==> src/rtl/std_divmod_pkg.sv <==
// ============================================================================
//  Module      : std_divmod_pkg
//  Description : Shared types, constants and helpers for the iterative
//                divide/modulo unit (std_divmod_iter) and its sub-modules.
//                  state_t       - controller states
//                  DBZ_QUOTIENT  - quotient pattern returned on divide by zero
//                  abs_val()     - two's-complement magnitude helper
//  Revision    : 1.0 - initial release
// ============================================================================
`default_nettype none

package std_divmod_pkg;

  typedef enum logic [1:0] {
    IDLE  = 2'd0,
    CALC  = 2'd1,
    FIXUP = 2'd2,
    DONE  = 2'd3
  } state_t;

  // Widest operand the helper below supports; callers zero-extend into this
  // width and cast the result back down to their own width.
  localparam int ABS_MAX_WIDTH = 128;

  // Divide-by-zero quotient: all ones at any width after truncation.
  localparam logic [ABS_MAX_WIDTH-1:0] DBZ_QUOTIENT = '1;

  // Magnitude of a two's-complement value whose sign the caller supplies.
  // Only the low bits matching the caller's width are meaningful, which is
  // exactly the modular negation of the caller's operand.
  function automatic logic [ABS_MAX_WIDTH-1:0] abs_val(
    input logic [ABS_MAX_WIDTH-1:0] value,
    input logic                     negative
  );
    return negative ? (~value + ABS_MAX_WIDTH'(1)) : value;
  endfunction

endpackage

`default_nettype wire

==> src/rtl/std_lzc.sv <==
// ============================================================================
//  Module      : std_lzc
//  Description : Combinational leading-zero counter. Returns WIDTH when the
//                input is all zeros.
//  Ports       : value [WIDTH-1:0]        - input word
//                count [$clog2(WIDTH):0]  - number of leading zeros
//  Revision    : 1.0 - initial release
// ============================================================================
`default_nettype none

module std_lzc #(
  parameter int WIDTH = 32
) (
  input  logic [WIDTH-1:0]       value,
  output logic [$clog2(WIDTH):0] count
);

  localparam int CW = $clog2(WIDTH) + 1;

  // Scan from LSB upward so the highest set bit is the last one to win.
  always_comb begin
    count = CW'(WIDTH);
    for (int i = 0; i < WIDTH; i++) begin
      if (value[i]) begin
        count = CW'(WIDTH - 1 - i);
      end
    end
  end

endmodule

`default_nettype wire

==> src/rtl/std_divmod_iter.sv <==
// ============================================================================
//  Module      : std_divmod_iter
//  Description : Iterative radix-2 restoring divider producing quotient and
//                remainder of one operation, with run-time signed/unsigned
//                mode. Quotient truncates toward zero; remainder takes the
//                dividend's sign. Divide by zero returns an all-ones quotient
//                and the raw dividend as remainder, flagged by div_by_zero.
//  Config      : define STD_DIVMOD_EARLY_EXIT_EN to skip the dividend's
//                leading zeros (variable latency, identical results).
//  Ports       : clk          - clock, rising edge
//                reset        - asynchronous active-high reset
//                go           - level request, held until done is seen
//                is_signed    - two's-complement operands (sampled at start)
//                left         - dividend (sampled at start)
//                right        - divisor  (sampled at start)
//                quotient     - result quotient
//                remainder    - result remainder
//                div_by_zero  - set with the results when right was zero
//                done         - single-cycle completion pulse
//  Revision    : 1.0 - initial release
// ============================================================================
`default_nettype none

module std_divmod_iter
  import std_divmod_pkg::*;
#(
  parameter int WIDTH = 32
) (
  input  logic             clk,
  input  logic             reset,
  input  logic             go,
  input  logic             is_signed,
  input  logic [WIDTH-1:0] left,
  input  logic [WIDTH-1:0] right,
  output logic [WIDTH-1:0] quotient,
  output logic [WIDTH-1:0] remainder,
  output logic             div_by_zero,
  output logic             done
);

  localparam int CNT_W = $clog2(WIDTH + 1);

  state_t           state;
  state_t           state_next;

  // dvd holds the remaining dividend bits in its upper part while quotient
  // bits are shifted into its lower part; after the last step it is the
  // unsigned quotient.
  logic [WIDTH-1:0] dvd;
  logic [WIDTH-1:0] rem;
  logic [WIDTH-1:0] dsr;
  logic [CNT_W-1:0] cnt;
  logic             sign_q;
  logic             sign_r;
  logic             dbz;

  logic             left_neg;
  logic             right_neg;
  logic [WIDTH-1:0] left_mag;
  logic [WIDTH-1:0] right_mag;
  logic             right_zero;
  logic [WIDTH-1:0] dvd_init;
  logic [CNT_W-1:0] cnt_init;
  logic [WIDTH:0]   shifted;
  logic [WIDTH:0]   trial;
  logic             trial_ok;

  assign left_neg   = is_signed & left[WIDTH-1];
  assign right_neg  = is_signed & right[WIDTH-1];
  assign left_mag   = WIDTH'(abs_val(ABS_MAX_WIDTH'(left),  left_neg));
  assign right_mag  = WIDTH'(abs_val(ABS_MAX_WIDTH'(right), right_neg));
  assign right_zero = (right == '0);

  // Remainder stays below the divisor, so WIDTH bits hold it between steps;
  // the extra bit is only needed for the shifted trial value.
  assign shifted  = {rem, dvd[WIDTH-1]};
  assign trial    = shifted - {1'b0, dsr};
  assign trial_ok = ~trial[WIDTH];

`ifdef STD_DIVMOD_EARLY_EXIT_EN
  logic [$clog2(WIDTH):0] lz;

  std_lzc #(
    .WIDTH (WIDTH)
  ) u_lzc (
    .value (left_mag),
    .count (lz)
  );

  // Leading zeros of the dividend produce only zero quotient bits and leave
  // the partial remainder at zero, so they are shifted out up front. A zero
  // dividend still takes one step.
  assign dvd_init = left_mag << lz;
  assign cnt_init = (int'(lz) >= WIDTH) ? CNT_W'(1) : CNT_W'(WIDTH - int'(lz));
`else
  assign dvd_init = left_mag;
  assign cnt_init = CNT_W'(WIDTH);
`endif

  assign done = (state == DONE);

  // --------------------------------------------------------------------------
  // Controller
  // --------------------------------------------------------------------------
  always_ff @(posedge clk or posedge reset) begin
    if (reset) begin
      state <= IDLE;
    end else begin
      state <= state_next;
    end
  end

  always_comb begin
    state_next = state;
    case (state)
      IDLE: begin
        if (go) begin
          state_next = right_zero ? FIXUP : CALC;
        end
      end
      CALC: begin
        if (!go) begin
          state_next = IDLE;
        end else if (cnt == CNT_W'(1)) begin
          state_next = FIXUP;
        end
      end
      FIXUP: begin
        state_next = go ? DONE : IDLE;
      end
      DONE: begin
        state_next = IDLE;
      end
      default: begin
        state_next = IDLE;
      end
    endcase
  end

  // --------------------------------------------------------------------------
  // Datapath
  // --------------------------------------------------------------------------
  always_ff @(posedge clk or posedge reset) begin
    if (reset) begin
      dvd         <= '0;
      rem         <= '0;
      dsr         <= '0;
      cnt         <= '0;
      sign_q      <= 1'b0;
      sign_r      <= 1'b0;
      dbz         <= 1'b0;
      quotient    <= '0;
      remainder   <= '0;
      div_by_zero <= 1'b0;
    end else begin
      case (state)
        IDLE: begin
          if (go) begin
            rem    <= '0;
            dsr    <= right_mag;
            cnt    <= cnt_init;
            dbz    <= right_zero;
            // Divide by zero reports the raw dividend, so keep it unsigned
            // and unshifted.
            dvd    <= right_zero ? left : dvd_init;
            sign_q <= ~right_zero & (left_neg ^ right_neg);
            sign_r <= ~right_zero & left_neg;
          end
        end
        CALC: begin
          if (go) begin
            rem <= trial_ok ? trial[WIDTH-1:0] : shifted[WIDTH-1:0];
            dvd <= {dvd[WIDTH-2:0], trial_ok};
            cnt <= cnt - CNT_W'(1);
          end
        end
        FIXUP: begin
          if (go) begin
            if (dbz) begin
              quotient    <= WIDTH'(DBZ_QUOTIENT);
              remainder   <= dvd;
              div_by_zero <= 1'b1;
            end else begin
              quotient    <= sign_q ? -dvd : dvd;
              remainder   <= sign_r ? -rem : rem;
              div_by_zero <= 1'b0;
            end
          end
        end
        default: begin
        end
      endcase
    end
  end

endmodule

`default_nettype wire

==> config.mk <==
export PLATFORM = sky130hd
export DESIGN_NAME = std_divmod_iter
export DESIGN_NICKNAME = d
export VERILOG_FILES = /design/src/rtl/std_divmod_pkg.sv /design/src/rtl/std_lzc.sv /design/src/rtl/std_divmod_iter.sv
export SDC_FILE = /design/constraint.sdc
export NUM_CORES = 1
export LEC_CHECK = 0
export ABC_CLOCK_PERIOD_IN_PS = 12700
export CAP_MARGIN = 20
export CORE_ASPECT_RATIO = 1.75
export CORE_MARGIN = 1
export CORE_UTILIZATION = 62
export CTS_CLUSTER_DIAMETER = 30
export DETAILED_ROUTE_END_ITERATION = 12
export PLACE_DENSITY_LB_ADDON = 0.15
export SLEW_MARGIN = 20
export SYNTH_ARGS = -nofsm -noshare
export SYNTH_HDL_FRONTEND = slang
export SYNTH_SLANG_ARGS = --single-unit
==> constraint.sdc <==
create_clock -name clk -period 12.7 [get_ports clk]
set_clock_uncertainty 0.05 [all_clocks]
set_input_delay 2.54 -clock clk [delete_from_list [all_inputs] [get_ports clk]]
set_output_delay 2.54 -clock clk [all_outputs]
set_load 0.005 [all_outputs]
==> metrics.csv, run 1 <==
stage,metric,value,unit
route,total wire length after detailed routing,29.5,mm
power_and_ir_drop,VDD IR max,0.129,mV
clock_network,CTS max path bufs,2,
clock_network,Clock Sinks,172,
clock_network,"Reg clk slew, reported paths",0.07,ns
synthesis,xor/xnor cell area share of the yosys netlist,0.103,
synthesis,Main synth FF type,dfrtp_1,
global_route,met2 Use GR,0.596,
clock_network,hold buffers post-CTS,0,
sta,Slew Limit Fails,0,
critical_path,Setup crit end kind,register,
synthesis,Synth cell types,78,
critical_path,WP data arrival,5.87,ns
global_route,initial antenna violation count,0,
synthesis,Area contributors post-synth,"dfrtp_1 (37%), a21oi_1 (6.6%), nand2_1 (6.0%)",
sta,Max-slew headroom,0.294,
global_route,Tot GR Track Use,0.314,
route,Antenna Nets Post-Route,0,
clock_network,worst skew pair latency,0.44,ns
min_path,min-delay worst type,reg -> reg,
sta,worst-margin pin slew,1.06,ns
clock_network,CTS resizes,0,
synthesis,sequential share of the synthesized area,0.369,
synthesis,Post-synth EDFFs,0,
run_status,status,"complete, no violations",
sta,post-route setup slack,7.09,ns
die,core area,0.0185,sq mm
synthesis,ys async rst share,1.00,
power_and_ir_drop,PwrDens,252,mW/mm^2
clock_network,TritonCTS buffer count,17,
global_route,met3 Use GR,0.0401,
synthesis,Synth Instances,1427,
power_and_ir_drop,LEAKAGE,5.82,nW
global_route,busiest grt layer,met2,
die,Die Wd,106,microns
place,GP Congestion,0.911,
synthesis,main combinational cell family by area after synthesis,compound AO/OA/AOI/OAI gates,
global_route,vias in the first global route,10400,
synthesis,leading area contributor after synthesis,dfrtp_1,
sta,final setup violation count,0,
cells_and_area,nets,1609,
die,placement row count,66,
place,post-DP HPWL,21.9,mm
synthesis,post-synthesis mux area share,0.0317,
cells_and_area,"Area growth, synth to finish",16.4,%
clock_network,postcts setup bufs,0,
synthesis,Yosys Warn Count,0,
power_and_ir_drop,total power,0.00342,W
sta,FMAX,178,MHz
sta,setup_tns,0,ns
place,port bufs,133,
sta,RSZ-0062 raised after global routing,false,
critical_path,CP Data Required Time,12.95,ns
die,io pins,134,
die,Chip Height,184,microns
synthesis,Synth Area in Adders,0.0424,
sta,minimum clock period,5.61,ns
synthesis,mean post-synth cell area,8.18,sq um
synthesis,syn nets,1534,
critical_path,crit path kind,in -> reg,
route,1st-iter DRT viols,586,
synthesis,"Cell Area, Synth",0.0117,sq mm
clock_network,H-tree depth,4,
place,Setup WS pre-CTS,6.65,ns
die,Die ar.,0.0194,sq mm
global_route,largest net degree at the start of global routing,97,
die,Initial Util,0.631,
sta,Final Cycle Share,0.442,
cells_and_area,Finished Layout Cells,1753,
route,drt pass-1 iters,9,
synthesis,area share of and/or/nand/nor cells after synthesis,0.185,
global_route,Overflow after GRT,0,
sta,final hold vios,0,
synthesis,Compound-Gate Fraction of Synth Area,0.220,
global_route,first-pass GRT wire length,48.6,mm
sta,Min Hold Slack,0.426,ns
place,Placed Cells incl. Taps,1721,
critical_path,crit path launch type,input pin,
route,Via density,6.01,
cells_and_area,fraction of layout cells with a size suffix above 1,0.0469,
route,drt drc,0,
clock_network,CTS tree,yes,
clock_network,clk root buf,clkbuf_16,
route,wire length per cell,16.8,microns
synthesis,fraction of post-synthesis cell area in the top cell type by area,0.369,
critical_path,CP max FO,25,
flow_run,max_cap viols,0,
synthesis,#FFs+latches synth,172,
global_route,met1 Track Usage GR,0.330,
route,Vias,10500,
cells_and_area,diode count,0,
[metrics by stage]
stage	instance area, sq um	utilization
global placement	13000	0.704
detailed placement	13000	0.704
global route	13600	0.735
floorplan	11700	-
finish	13600	0.735
CTS	13600	0.734
[kinds of logic after synthesis]
| family | after synthesis |
|---|---|
| xor+xnor | 138 |
| buf+inv | 140 |
| flops | 172 |
| compound gates | 437 |
| mux | 37 |
| simple gates | 464 |
| fa+ha+maj | 39 |
[cells in the final DEF, fill, tap and decap left out, types with 6 or more instances in the layout]
cell type,synthesis,final
o21ai_1,51,51
and3_1,10,10
nor2b_1,8,8
ha_1,38,38
nand4_1,13,13
clkbuf_16,0,17
a21oi_1,153,153
a21o_1,11,11
clkdlybuf4s50_1,0,133
o21ai_0,136,136
o31ai_1,20,20
inv_1,54,53
inv_6,0,7
buf_4,3,9
and2_1,7,7
xor2_1,78,78
nand2_1,188,188
nor3_1,22,22
dfrtp_1,172,170
o211ai_1,6,6
nor4_1,7,7
xnor2_1,60,60
o41ai_1,13,13
nor2_1,123,121
or4_1,11,11
mux2i_1,37,37
or3_1,20,20
nand3_1,15,15
nand2b_1,17,15
[report_power, final]
group,leakage (nW),switching (W),total (W),internal [W]
Combinational,3.35,0.00107,0.00197,0.000893
Sequential,2.19,0.000222,0.000951,0.000729
Clock,0.279,0.000235,0.000507,0.000273
Total,5.82,0.00153,0.00342,0.00190
[critical path: stages]
cell and delay (ns):
clkdlybuf4s50_1 0.49, or4_1 0.62, nor4_2 0.32, nand4_2 0.34, o311ai_4 0.92, a21oi_1 0.15
xnor2_1 0.21, nor2_1 0.06, a21oi_1 0.14, o21ai_1 0.07
[metal layers]
metal | share of wire | up-vias
li1 | - | 5158
met1 | 0.38 | 4930
met2 | 0.54 | 344
met3 | 0.039 | 95
met4 | 0.046 | 0
met5 | 0 | -
[final cells by class]
class,instances,area [sq um]
Fill cell,1505,4910
Sequential cell,172,4310
Clock buffer,17,425
Tap cell,238,298
Inverter,54,208
Clock inverter,15,136
Multi-Input combinational cell,1115,6820
Timing Repair Buffer,142,1400
[Yosys cell counts, types with 3 or more instances]
library cell  count
nor3_1           22
buf_1             6
mux2i_1          37
and3_1           10
xor2_1           78
nand3b_1          4
or3_1            20
clkbuf_1         67
a31oi_1           5
nand2_1         188
nor4_1            7
nor2b_1           8
a32oi_1           3
o41ai_1          13
buf_2             5
a21o_1           11
buf_4             3
o31ai_1          20
nand3_1          15
nand2b_1         17
o21a_1            3
ha_1             38
a21oi_1         153
o21ai_0         136
or4_1            11
o211ai_1          6
o21ai_1          51
a221o_1           3
xnor2_1          60
nor2_1          123
nand4_1          13
and2_1            7
o41ai_2           3
dfrtp_1         172
inv_1            54
[registers in the layout, indices dropped and copies added (netlist names)]
name / count
sign_q: 1
cnt: 6
dsr: 32
dbz: 1
remainder: 32
sign_r: 1
rem: 32
dvd: 32
state: 2
div_by_zero: 1
quotient: 32
[path summary, 6_finish.rpt]
check / startpoint / endpoint / slack, ns / cells after the start
worst min-delay path: dsr[11]$_DFFE_PP0P_ / dsr[11]$_DFFE_PP0P_ / 0.43 / 2
max in group asynchronous: reset / state[0]$_DFFE_PP0P_ / 8.48 / 3
min in group asynchronous: reset / remainder[12]$_DFFE_PP0P_ / 2.57 / 2
worst max-delay path: right[8] / dvd[20]$_DFFE_PP0P_ / 7.09 / 10
worst min register to register: dsr[11]$_DFFE_PP0P_ / dsr[11]$_DFFE_PP0P_ / 0.43 / 2
worst max register to register: dvd[31]$_DFFE_PP0P_ / rem[12]$_DFFE_PP0P_ / 8.27 / 12
Note: power is estimated with default switching activity, not from simulation.
==> inputs of run 2 (changes only) <==
--- a/config.mk
+++ b/config.mk
@@ -5,11 +5,11 @@
 export SDC_FILE = /design/constraint.sdc
 export NUM_CORES = 1
 export LEC_CHECK = 0
-export ABC_CLOCK_PERIOD_IN_PS = 12700
+export ABC_CLOCK_PERIOD_IN_PS = 5610
 export CAP_MARGIN = 20
 export CORE_ASPECT_RATIO = 1.75
 export CORE_MARGIN = 1
-export CORE_UTILIZATION = 62
+export CORE_UTILIZATION = 58
 export CTS_CLUSTER_DIAMETER = 30
 export DETAILED_ROUTE_END_ITERATION = 12
 export PLACE_DENSITY_LB_ADDON = 0.15
==> constraint.sdc (replaced) <==
create_clock -name clk -period 5.61 [get_ports clk]
set_clock_uncertainty 0.05 [all_clocks]
set_input_delay 1.122 -clock clk [delete_from_list [all_inputs] [get_ports clk]]
set_output_delay 1.122 -clock clk [all_outputs]
set_load 0.005 [all_outputs]
==> run 2 against run 1 <==
  * Cell count rose by 0.40%
  * Core utilization shrank 4.6 points
  * Flip-flop and latch count unchanged
  * Non-clock buffer count unchanged
  * Die area is 6.8% higher
  * First-iteration DRC count increased by 16%
  * Worst setup slack lost 5.8 ns
  * Combinational power is 120% higher
  * Sequential power is 130% higher
  * Worst hold slack worse by 0.0047 ns
  * Critical path depth is 2 higher
  * Largest power group unchanged
==> metrics.csv, run 2 (same netlist as run 1, synthesis figures left out) <==
stage,metric,value,unit
clock_network,CTS tree,yes,
route,Via density,5.96,
place,GP Congestion,0.904,
cells_and_area,nets,1609,
power_and_ir_drop,total power,0.00767,W
global_route,first-pass GRT wire length,48.6,mm
sta,setup_tns,0,ns
die,placement row count,68,
cells_and_area,number of fill cells in the layout,1715,
place,port bufs,133,
clock_network,hold buffers post-CTS,0,
die,Initial Util,0.592,
run_status,status,"complete, no violations",
die,Die Wd,109,microns
clock_network,CTS max path bufs,2,
flow_run,max_cap viols,0,
cells_and_area,"Area growth, synth to finish",16.4,%
global_route,initial antenna violation count,0,
sta,final hold vios,0,
clock_network,"Reg clk slew, reported paths",0.07,ns
critical_path,Setup crit end kind,register,
die,Chip Height,190,microns
sta,Slew Limit Fails,0,
power_and_ir_drop,Comb power frac,0.578,
clock_network,clk root buf,clkbuf_16,
die,io pins,134,
cells_and_area,diode count,0,
cells_and_area,fraction of layout cells with a size suffix above 1,0.0455,
die,core area,0.0197,sq mm
clock_network,postcts setup bufs,0,
route,drt drc,0,
critical_path,CP Data Required Time,5.85,ns
power_and_ir_drop,sw frac,0.445,
route,drt pass-1 iters,5,
power_and_ir_drop,VDD IR max,0.319,mV
cells_and_area,"most common cell after layout, fill and taps aside",nand2_1,
sta,post-route setup slack,1.24,ns
sta,RSZ-0062 raised after global routing,false,
power_and_ir_drop,LEAKAGE,5.80,nW
sta,FMAX,229,MHz
place,post-DP HPWL,21.8,mm
critical_path,CP max FO,33,
clock_network,Clock Sinks,172,
global_route,vias in the first global route,10000,
min_path,min-delay worst type,reg -> reg,
route,1st-iter DRT viols,678,
place,Setup WS pre-CTS,1.02,ns
global_route,Overflow after GRT,0,
clock_network,H-tree depth,4,
power_and_ir_drop,clock network fraction of total power,0.143,
sta,final setup violation count,0,
route,total wire length after detailed routing,29.6,mm
critical_path,crit path kind,reg -> reg,
global_route,largest net degree at the start of global routing,173,
sta,Max-slew headroom,0.302,
route,wire length per cell,16.8,microns
sta,minimum clock period,4.37,ns
critical_path,crit path launch type,register,
cells_and_area,most frequent cells in the layout,"nand2_1 (188), dfrtp_1 (170), a21oi_1 (153)",
sta,Final Cycle Share,0.778,
power_and_ir_drop,net switching power figure,0.00342,W
power_and_ir_drop,PwrDens,565,mW/mm^2
route,Vias,10500,
clock_network,CTS resizes,0,
sta,worst-margin pin slew,1.05,ns
power_and_ir_drop,Int Pwr,0.00426,W
critical_path,WP data arrival,4.61,ns
die,Die ar.,0.0207,sq mm
clock_network,TritonCTS buffer count,17,
global_route,Tot GR Track Use,0.299,
route,Antenna Nets Post-Route,0,
power_and_ir_drop,Reg power frac,0.279,
clock_network,worst skew pair latency,0.43,ns
==> run 2: changes by cell type in the layout (fill, tap and decap cells not counted), sizes merged <==
cell and delta:
inv -5, clkinv -1, clkinvlp +4, clkbuf +3, bufinv -1
==> run 2: layout make-up <==
| cell class | instances | area, sq um | share of cell area |
|---|---|---|---|
| multi-input combinational | 1115 | 6820 | 0.502 |
| tap | 245 | 307 | 0.0226 |
| clock inverter | 12 | 92.6 | 0.00681 |
| inverter | 54 | 206 | 0.0152 |
| clock buffer | 20 | 447 | 0.0329 |
| sequential | 172 | 4310 | 0.317 |
| timing repair buffer | 142 | 1410 | 0.104 |
==> run 2: worst paths after layout <==
path,startpoint,to,slack [ns],cells past startpoint
max reg2reg,dvd[31]$_DFFE_PP0P_,rem[5]$_DFFE_PP0P_,1.24,12
max in group asynchronous,reset,dbz$_DFFE_PP0P_,3.48,3
min in group asynchronous,reset,quotient[22]$_DFFE_PP0P_,1.18,3
max,dvd[31]$_DFFE_PP0P_,rem[5]$_DFFE_PP0P_,1.24,12
min reg2reg,quotient[0]$_DFFE_PP0P_,quotient[0]$_DFFE_PP0P_,0.42,2
min,quotient[0]$_DFFE_PP0P_,quotient[0]$_DFFE_PP0P_,0.42,2
==> run 2: power by group through the flow <==
| stage | logic, W | registers (W) | clock network, W |
|---|---|---|---|
| after global routing | 0.00495 | 0.00221 | 0.00115 |
| after CTS | 0.00444 | 0.00214 | 0.00111 |
| after detailed placement | 0.00442 | 0.00216 | 0 |
| final | 0.00443 | 0.00214 | 0.00110 |
| after global placement | 0.00434 | 0.00214 | 0 |
| after floorplan | 0.00325 | 0.00201 | 0 |
==> run 2: critical path, stage by stage, from the launching register on <==
cell and delay (ns):
dfrtp_1 0.47, inv_1 0.10, ha_1 0.23, fa_1 0.38, nand2b_1 0.20, a21oi_1 0.28
o2111ai_1 0.25, a211oi_2 0.60, o211a_1 0.24, o2111a_1 0.25, a311o_2 0.77, mux2i_1 0.26
o21ai_0 0.10
==> run 2: per-layer routing <==
| metal | wire length (microns) | vias up | part of all wire | track usage |
|---|---|---|---|---|
| li1 | - | 5146 | - | - |
| met1 | 11200 | 4946 | 0.38 | 0.340 |
| met2 | 15900 | 334 | 0.54 | 0.547 |
| met3 | 1350 | 71 | 0.046 | 0.0308 |
| met4 | 1160 | 0 | 0.039 | 0.142 |
| met5 | 0 | - | 0 | 0 |
==> run 2: through the flow <==
stage | instance area [sq um] | cells | util | hold WS [ns]
2_1_floorplan | 11700 | 1427 | - | 0.400
3_3_place_gp | 13000 | 1728 | 0.661 | 0.410
3_5_place_dp | 13000 | 1728 | 0.661 | 0.412
4_1_cts | 13600 | 1760 | 0.688 | 0.427
5_1_grt | 13600 | 1760 | 0.688 | 0.456
6_report | 13600 | 1760 | 0.688 | 0.421
